File: src/rtl/game_ctrl.sv
// game_ctrl: top-level game sequencer feeding the bird sprite stage.
// Generates the frame strobe and the animation counter, runs the
// IDLE/PLAY/OVER game FSM, and keeps the current and high scores.
//
// Ports:
//   clk, rst_n    system clock (rising edge), async active-low reset
//   start         raw start button, asynchronous to clk
//   hit           bird/pipe overlap level from the collision stage
//   pipe_pass     one-clk pulse when a pipe passes the bird
//   birdy[10:0]   current bird top-left y
//   frame_tick    one-clk frame strobe every FRAME_DIV clks
//   state[2:0]    one-hot game state: 001 IDLE, 010 PLAY, 100 OVER
//   count[5:0]    animation counter, 0..ANIM_WRAP-1
//   score[9:0]    current score (saturating)
//   high_score    best score since reset
//   game_over     one-clk pulse on the PLAY->OVER transition
module game_ctrl #(
    parameter int unsigned FRAME_DIV   = 1666667,
    parameter int unsigned ANIM_WRAP   = 60,
    parameter int unsigned Y_MAX       = 934,
    parameter int unsigned HOLD_FRAMES = 90,
    parameter int unsigned SCORE_MAX   = 999
) (
    input  logic        clk,
    input  logic        rst_n,
    input  logic        start,
    input  logic        hit,
    input  logic        pipe_pass,
    input  logic [10:0] birdy,
    output logic        frame_tick,
    output logic [2:0]  state,
    output logic [5:0]  count,
    output logic [9:0]  score,
    output logic [9:0]  high_score,
    output logic        game_over
);

    localparam int unsigned DIV_W  = (FRAME_DIV > 2) ? $clog2(FRAME_DIV) : 1;
    localparam int unsigned HOLD_W = (HOLD_FRAMES > 0) ? $clog2(HOLD_FRAMES + 1) : 1;

    typedef enum logic [2:0] {
        ST_IDLE = 3'b001,
        ST_PLAY = 3'b010,
        ST_OVER = 3'b100
    } state_t;

    state_t              state_q;
    state_t              state_d;
    logic [DIV_W-1:0]    div_q;
    logic [HOLD_W-1:0]   hold_q;
    logic [HOLD_W-1:0]   hold_d;
    logic [9:0]          score_d;
    logic [9:0]          high_d;
    logic                game_over_d;
    logic [2:0]          sync_q;
    logic                start_rise_c;

    assign state = state_q;

    // Frame divider; the tick is registered one clk early so it is high
    // exactly while the divider sits at FRAME_DIV-1.
    always_ff @(posedge clk or negedge rst_n) begin
        if (!rst_n) begin
            div_q      <= '0;
            frame_tick <= 1'b0;
        end else begin
            if (div_q == DIV_W'(FRAME_DIV - 1)) begin
                div_q <= '0;
            end else begin
                div_q <= div_q + DIV_W'(1);
            end
            frame_tick <= (div_q == DIV_W'(FRAME_DIV - 2));
        end
    end

    // Animation counter, free-running in every state.
    always_ff @(posedge clk or negedge rst_n) begin
        if (!rst_n) begin
            count <= '0;
        end else if (frame_tick) begin
            if (count == 6'(ANIM_WRAP - 1)) begin
                count <= '0;
            end else begin
                count <= count + 6'd1;
            end
        end
    end

    // Start button: two-flop synchronizer plus one delayed copy for edge detect.
    always_ff @(posedge clk or negedge rst_n) begin
        if (!rst_n) begin
            sync_q <= '0;
        end else begin
            sync_q <= {sync_q[1:0], start};
        end
    end

    assign start_rise_c = sync_q[1] & ~sync_q[2];

    // FSM state and its registered outputs.
    always_ff @(posedge clk or negedge rst_n) begin
        if (!rst_n) begin
            state_q    <= ST_IDLE;
            hold_q     <= '0;
            score      <= '0;
            high_score <= '0;
            game_over  <= 1'b0;
        end else begin
            state_q    <= state_d;
            hold_q     <= hold_d;
            score      <= score_d;
            high_score <= high_d;
            game_over  <= game_over_d;
        end
    end

    // Next-state and output logic.
    always_comb begin
        state_d     = state_q;
        hold_d      = hold_q;
        score_d     = score;
        high_d      = high_score;
        game_over_d = 1'b0;

        // game_over is still high on the first clk in OVER; score is final then.
        if ((state_q == ST_OVER) && game_over && (score > high_score)) begin
            high_d = score;
        end

        case (state_q)
            ST_IDLE: begin
                if (start_rise_c) begin
                    state_d = ST_PLAY;
                    score_d = '0;
                end
            end
            ST_PLAY: begin
                if (pipe_pass && (score < 10'(SCORE_MAX))) begin
                    score_d = score + 10'd1;
                end
                // Ceiling wrap (birdy underflow) also lands above Y_MAX.
                if (frame_tick && (hit || (birdy > 11'(Y_MAX)))) begin
                    state_d     = ST_OVER;
                    game_over_d = 1'b1;
                    hold_d      = HOLD_W'(HOLD_FRAMES);
                end
            end
            ST_OVER: begin
                if (start_rise_c && (hold_q == '0)) begin
                    state_d = ST_IDLE;
                end else if (frame_tick && (hold_q != '0)) begin
                    hold_d = hold_q - HOLD_W'(1);
                end
            end
            default: begin
                state_d = ST_IDLE;
            end
        endcase
    end

endmodule

File: config.mk
export PLATFORM = sky130hd
export DESIGN_NAME = game_ctrl
export DESIGN_NICKNAME = d
export VERILOG_FILES = /design/src/rtl/game_ctrl.sv
export SDC_FILE = /design/constraint.sdc
export NUM_CORES = 1
export LEC_CHECK = 0
export CAP_MARGIN = 20
export CORE_ASPECT_RATIO = 2
export CORE_UTILIZATION = 55
export DETAILED_ROUTE_END_ITERATION = 10
export GPL_TIMING_DRIVEN = 1
export PLACE_DENSITY = 0.87
export SLEW_MARGIN = 5
export SYNTH_ARGS = -nofsm -noshare
export SYNTH_HDL_FRONTEND = slang
export SYNTH_SLANG_ARGS = --single-unit
File: constraint.sdc
create_clock -name clk -period 2.3 [get_ports clk]
set_input_delay 0.46 -clock clk [delete_from_list [all_inputs] [get_ports clk]]
set_output_delay 0.46 -clock clk [all_outputs]
set_load 0.01 [all_outputs]
* Word-level counts from Yosys, hierarchy flattened
Index checks and enable logic that the tools add are counted.
** Word-level totals
- Register bits :: 62
- Output and inout bits :: 31
** Operators by class
- Equality and inequality tests :: 12
- Bitwise gates (word level) :: 2
- $add $sub $neg :: 4
- Order comparisons :: 3
- Multiplexer cells :: 15
- Reduce and logical (&&, ||, !) cells :: 14
** Operators with widths (number)
- $eq 21x21->1 const B :: 2
- $add 21x1->21 const B :: 1
- $mux 21 :: 1
- $mux 7 :: 3
- $mux 10 :: 2
- $pmux 10 s2 :: 1
- $pmux 7 s2 :: 1
- $gt 11x10->1 const B :: 1
- $add 10x1->10 const B :: 1
- $gt 10x10->1 :: 1
- $lt 10x10->1 const B :: 1
- $mux 3 :: 3
- $pmux 3 s3 :: 1
- $ne 2x2->1 const B :: 4
- $logic_not 7->1 :: 1
- $reduce_bool 7->1 :: 1
- $sub 7x1->7 const B :: 1
- $add 6x1->6 const B :: 1
- $eq 6x6->1 const B :: 1
- $logic_and 1x1->1 :: 6
- $mux 6 :: 1
- $reduce_and 3->1 :: 2
- $ne 2x1->1 const B :: 2
- $reduce_and 4->1 :: 1
- 8 further kinds :: 10

* Depth between registers and ports, before layout
Gate-level depths: netlist of run 1.
- Depth in word-level cells :: 5
- Gate-level depth with buffers :: 7
- Gate-level depth less buffers :: 6

* Worst setup path before layout of run 1
No wires, ideal clock.
- Path type :: register -> register
- Start :: reg score[0]
- End :: reg score[9]
- Data arrival time :: 1.776 ns
- Path slack :: 0.441 ns
- Stages on the path, launching flop included :: 6
- Required time :: 2.217 ns
- Library setup time :: 0.083 ns
- Clock period less this slack :: 1.859 ns
- Cells stage by stage :: dfrtp_1 ha_1 a211oi_1 o311ai_4 or4b_1 o21ai_0
** Between the ends
- Word-level cells in the longest chain between the ends :: 4
- Elaborated cells on any way between the ends :: 7
- Classes of those cells :: add/sub (1); order compare (1); eq/ne (1); mux (2); reduce/logical (2)
** Ends and longest elaborated chain
- start: declaration :: line 33 : output logic [9:0] score,
- start signal: assignment :: line 111 : score <= score_d;
- $lt 10x10->1 :: line 138 : if (pipe_pass && (score < 10'(SCORE_MAX))) begin
- $logic_and 1x1->1 :: line 138
- $ne 2x2->1 (no source line)
- $reduce_and 3->1 (no source line)
Parallel ways exist; a longest one is shown, timed or not. The select of a mux whose other input is x is not followed.
A chain may end at the register's enable or synchronous reset.

* Final worst setup path of run 1
- Start :: reg score[7]
- End :: reg high_score[4]
** Between the ends
- Word-level cells in the longest chain between the ends :: 2
** Ends and longest elaborated chain
- $gt 10x10->1 :: line 126 : if ((state_q == ST_OVER) && game_over && (score > high_score)) begin
- $logic_and 1x1->1 :: line 126
- end signal: assignment :: line 112 : high_score <= high_d;
- end: declaration :: line 34 : output logic [9:0] high_score,
No other way between the ends.

==> flow_metrics.tcl, run 1 <==
set metrics [dict create \
    timing.rr.start "score[7]" \
    layout_commonest_cell "dfrtp_1" \
    yosys_warnings 0 \
    finalSetupViolCount 0 \
    rr_endpoint "high_score[4]" \
    fin_tns_setup_ps 0 \
    outcome "completed" \
    crit_chain "ha_1 > nand4_1 > or3_1 > nand3_1 > o211ai_1" \
    clkLatencyLatePin_ps 330 \
    synth-edff-count 0 \
    rows 40 \
    drc_errors 0 \
    die_y_um 115 \
    leakagePower_nw 1.88 \
    first_iter_violations 105 \
    vias 3055 \
    slew_viol_final 0 \
    multiInputGateArea_um2 1800 \
    start_util_pct 57.9 \
    critical_path_peak_fanout 10 \
    layout-drive-gt1-share_pct 9.50 \
    ctsHoldBuffers 0 \
    finalCriticalPeriod_ps 2020 \
    slowest_stage "or3_1" \
    skew_ps 4.98 \
    min_period_over_period_pct 87.7 \
    antenna_found_initial 0 \
    rsz0062_at_grt "false" \
    power_per_cell_area_nw_per_um2 716 \
    critPathBufInv 0 \
    relSlewSlack_pct 52.9 \
    synth_fp_nets 393 \
    fp.dieW_um 58.5 \
    ios 47 \
    cts_resized 0 \
    path_delay_family "simple AND/OR/NAND/NOR gates" \
    ys_seq_area_share_pct 44.3 \
    overflow 0 \
    worst_pin_slew_ps 705 \
    hp-class "input pin to async pin" \
    root_buffer "clkbuf_16" \
    slowest_delay_ps 590 \
    cts_tree "built" \
    gp_congestion 0.828 \
    critical_path_required_ps 2490 \
    grt_usage_pct 28.4 \
    ys_async_sr_fraction_pct 100 \
    final-seq-area_um2 1550 \
    grt_max_degree 63 \
    critical_path_class "flop to flop" \
    max_freq_mhz 496 \
    synth_area_um2 3510 \
    cts_buffers 9 \
    critPathArrivalTime_ps 2200 \
    grt_pass1_vias 3090 \
    synth_seq_cells 62 \
    dieArea_um2 6720 \
    syn_avg_cell_area_um2 9.71 \
    hold_viol_final 0 \
    ys.flop_type "dfrtp_1" \
    rrSetupSlack_ps 280 \
    syn2layout_area_growth_pct 26.4 \
    cts.clk_slew.worst_paths_ps 50 \
    grt_pass1_wl_um 14400 \
    avgRoutedWirePerCell_um 17.1 \
    viasPerCell 6.05 \
    htreeDepth 3 \
    peakVddDrop_uv 679 \
    antenna_cells 0 \
    final_antenna_net_count 0 \
    fill_cells 428 \
    utilization_pct 73.2 \
    cp-end-kind "flop" \
    synth.distinct_cells 57 \
    final_cell_mix "61 x dfrtp_1, 45 x clkdlybuf4s50_1, 27 x nand2_1" \
    cts_buffer_depth 2 \
    wl_um 8620 \
    dpl.hpwl_um 6290 \
    finalNetCount 449 \
    syn_inst 361 \
    coreArea_um2 6060 \
    cap_violations 0 \
    clock-sinks 62 \
    reg2reg_depth 5 \
    post_cts_buffers 0 \
    start_kind "flop" \
    numPortBuffers 46 \
    first_pass_iters 4 \
]
==> cells in the mapped netlist (3+ instances only) <==
library cell  number  area, um2
a21oi_1           10       50.1
nand3_1           22        110
o211ai_1          16        120
o21ai_0           18       90.1
nor3_1             7       35.0
a211oi_1           3       22.5
clkbuf_1           6       22.5
and4_1             4       35.0
or3_1              7       43.8
nand3b_1           3       22.5
inv_1             25       93.8
nand2b_1           3       18.8
buf_2              4       20.0
or4_1              6       45.0
a21o_1             3       22.5
nand4_1           24        150
nand2_1           27        101
ha_1              16        200
nor2b_1            4       25.0
nor2_1            19       71.3
xnor2_1            7       61.3
o21ai_1            6       30.0
o21a_1             4       30.0
dfrtp_1           61       1530
nor4_1             3       18.8
xor2_1            10       87.6
and2_1             3       18.8
or4b_1             3       30.0
==> flip-flops by register name, indices dropped and copies added (netlist names) <==
| signal | cells |
|---|---|
| score | 10 |
| div_q | 21 |
| high_score | 10 |
| state | 3 |
| count | 6 |
| hold_q | 7 |
| frame_tick | 1 |
| game_over | 1 |
| sync_q | 3 |
==> through the flow <==
stage	cell area [um2]	std cells	setup slack, ps	hold WS [ps]	power (mW)
global placement	4110	490	286	333	1.70
floorplan	3510	361	441	164	1.45
detailed placement	4110	490	277	346	1.71
finish	4430	505	283	122	3.17
global route	4430	505	229	151	3.28
CTS	4430	505	283	143	3.18
==> power by group <==
part           internal [mW]  switching [mW]  total [mW]
sequential              1.13          0.0836        1.22
combinational          0.225           0.264       0.489
clock                  0.996           0.470        1.47
total                   2.35           0.817        3.17
==> how the worst max path moves through the flow <==
stage	start	end	slack, ps	depth (start not counted)
floorplan	score[0]	score[9]	440	5
global placement	score[7]	high_score[6]	290	5
detailed placement	score[7]	high_score[9]	280	5
CTS	score[7]	high_score[4]	280	5
global route	score[7]	high_score[1]	230	5
finish	score[7]	high_score[4]	280	5
==> logic make-up after synthesis <==
| logic type | synth area share [%] |
|---|---|
| xor+xnor | 4.25 |
| compound gates | 15.0 |
| mux | 0.642 |
| simple gates | 25.7 |
| fa+ha+maj | 5.71 |
| flops | 44.3 |
| buf+inv | 4.43 |
==> routing by layer <==
layer / part of all wire [%] / wire (um) / global-route usage (%)
met5: 0 / 0 / 0
met4: 2.2 / 192 / 14.6
met3: 4.1 / 351 / 4.84
met2: 58 / 4970 / 52.5
met1: 36 / 3100 / 29.8
==> area by class of cell <==
| class | count | share of cell area (%) |
|---|---|---|
| Sequential cell | 62 | 35.0 |
| Inverter | 25 | 2.12 |
| Clock inverter | 4 | 1.58 |
| Tap cell | 84 | 2.37 |
| Multi-Input combinational cell | 261 | 40.6 |
| Timing Repair Buffer | 58 | 12.6 |
| Clock buffer | 11 | 5.70 |
(Power assumes the default switching activity.)
==> inputs of run 2 (changes only) <==
CAP_MARGIN = not set   (was 20)
SETUP_SLACK_MARGIN = 0.05   (was not set)
==> results of run 2 <==
Final layout, timing and power as in run 1 (identical DEF).
==> inputs of run 3 (changes only) <==
PLACE_DENSITY = 0.8   (was 0.87)
REMOVE_ABC_BUFFERS = 1   (was not set)
==> run 3 against run 2 <==
Global-route usage rose by 0.56 points. Sequential cell count is the same. Critical endpoint is now score[9]. Die area is the same. Clock-buffer cell count grew 1. Fmax down 3.5%. Design area about the same. Sequential share of layout area barely moved. First-iteration DRC count shrank 7.6%.
==> flow_metrics.tcl, run 3 (synthesis gave the netlist of run 1 again) <==
set metrics [dict create \
    rsz0062_at_grt "false" \
    numPortBuffers 46 \
    fin_total_pwr_mw 3.15 \
    utilization_pct 73.2 \
    htreeDepth 3 \
    overflow 0 \
    peakVddDrop_uv 628 \
    layout-drive-gt1-share_pct 9.46 \
    dp.cells 491 \
    layout_commonest_cell "dfrtp_1" \
    root_buffer "clkbuf_16" \
    fin_tns_setup_ps 0 \
    min_period_over_period_pct 90.8 \
    cts_buffer_depth 2 \
    post_cts_buffers 0 \
    fp.dieW_um 58.5 \
    ctsHoldBuffers 0 \
    place_area_um2 4120 \
    fill_cells 454 \
    first_iter_violations 97 \
    fin_area_um2 4430 \
    max_freq_mhz 479 \
    reg.largest.list "div_q (21), high_score (10), score (10)" \
    vias 3039 \
    dieArea_um2 6720 \
    critPathArrivalTime_ps 2330 \
    critical_path_peak_fanout 19 \
    rows 40 \
    clkLatencyLatePin_ps 330 \
    cts_resized 0 \
    fin_ws_ps 211 \
    clock-sinks 62 \
    cts_tree "built" \
    final_cell_mix "61 x dfrtp_1, 45 x clkdlybuf4s50_1, 27 x nand2_1" \
    holdWs_ps 132 \
    antenna_found_initial 0 \
    leakagePower_nw 1.88 \
    hold_viol_final 0 \
    fin_cells 507 \
    met2_length_um 4740 \
    start_kind "flop" \
    antenna_cells 0 \
    slew_viol_final 0 \
    critical_path_class "flop to flop" \
    dpl.hpwl_um 6230 \
    dr_wl_met3_um 404 \
    multiInputGateArea_um2 1800 \
    coreArea_um2 6060 \
    ios 47 \
    die_y_um 115 \
    wl_um 8590 \
    grt_pass1_vias 3088 \
    power_per_cell_area_nw_per_um2 711 \
    avgRoutedWirePerCell_um 16.9 \
    final-seq-area_um2 1550 \
    critical_path_required_ps 2540 \
    outcome "completed" \
    cap_violations 0 \
    drc_errors 0 \
    grt_usage_pct 29.0 \
    finalSetupViolCount 0 \
    viasPerCell 5.99 \
    gp_congestion 0.850 \
    finalCriticalPeriod_ps 2090 \
    grt_pass1_wl_um 14400 \
    finalNetCount 450 \
    top_layer_used "met4" \
    place_ws_ps 243 \
    cp-end-kind "flop" \
    skew_ps 7.97 \
    cts.clk_slew.worst_paths_ps 60 \
    start_util_pct 57.9 \
    worst_pin_slew_ps 695 \
    final_antenna_net_count 0 \
    syn2layout_area_growth_pct 26.4 \
    wl_met1_um 3230 \
    relSlewSlack_pct 53.5 \
    largest_reg_flops 21 \
    hp-class "input pin to async pin" \
    cts_buffers 9 \
    first_pass_iters 4 \
    top_register "div_q" \
    grt_max_degree 63 \
]
[run 3: changes by cell type in the layout (fill, tap and decap cells not counted)]
cell      before  now
clkbuf_1       0    2
clkbuf_8       2    1
buf_4         11   12
[run 3: worst max-delay path, cell delays in order, from the launching register on]
cell	delay [ps]
dfrtp_1	460
ha_1	270
a211oi_1	400
o311ai_4	270
or4b_1	510
o21ai_0	90
[run 3: power by group]
group	internal [mW]	switching (mW)	leakage [nW]
Combinational	0.225	0.280	0.916
Clock	0.974	0.466	0.157
Sequential	1.13	0.0760	0.807
[run 3: metal layers]
metal  global-route usage, %  vias up
met4                    13.8        0
met3                    7.42       19
li1                        -     1445
met5                       0        -
met2                    51.0       94
met1                    31.7     1481
[run 3: final cells by class]
cell class / instances / area share [%]
Tap cell: 84 / 2.37
Sequential cell: 62 / 35.0
Timing Repair Buffer: 59 / 12.8
Multi-Input combinational cell: 261 / 40.6
Clock inverter: 4 / 1.58
Inverter: 25 / 2.12
Clock buffer: 12 / 5.56
[run 3: final timing paths]
path | startpoint | to | slack, ps | cells past startpoint
hold / removal | rst_n | hold_q[3] | 130 | 2
max in group asynchronous | rst_n | state[0] | 1850 | 2
setup / recovery | score[1] | score[9] | 210 | 5
min in group clk | sync_q[0] | sync_q[1] | 350 | 0
setup reg to reg | score[1] | score[9] | 210 | 5
hold reg to reg | sync_q[0] | sync_q[1] | 350 | 0
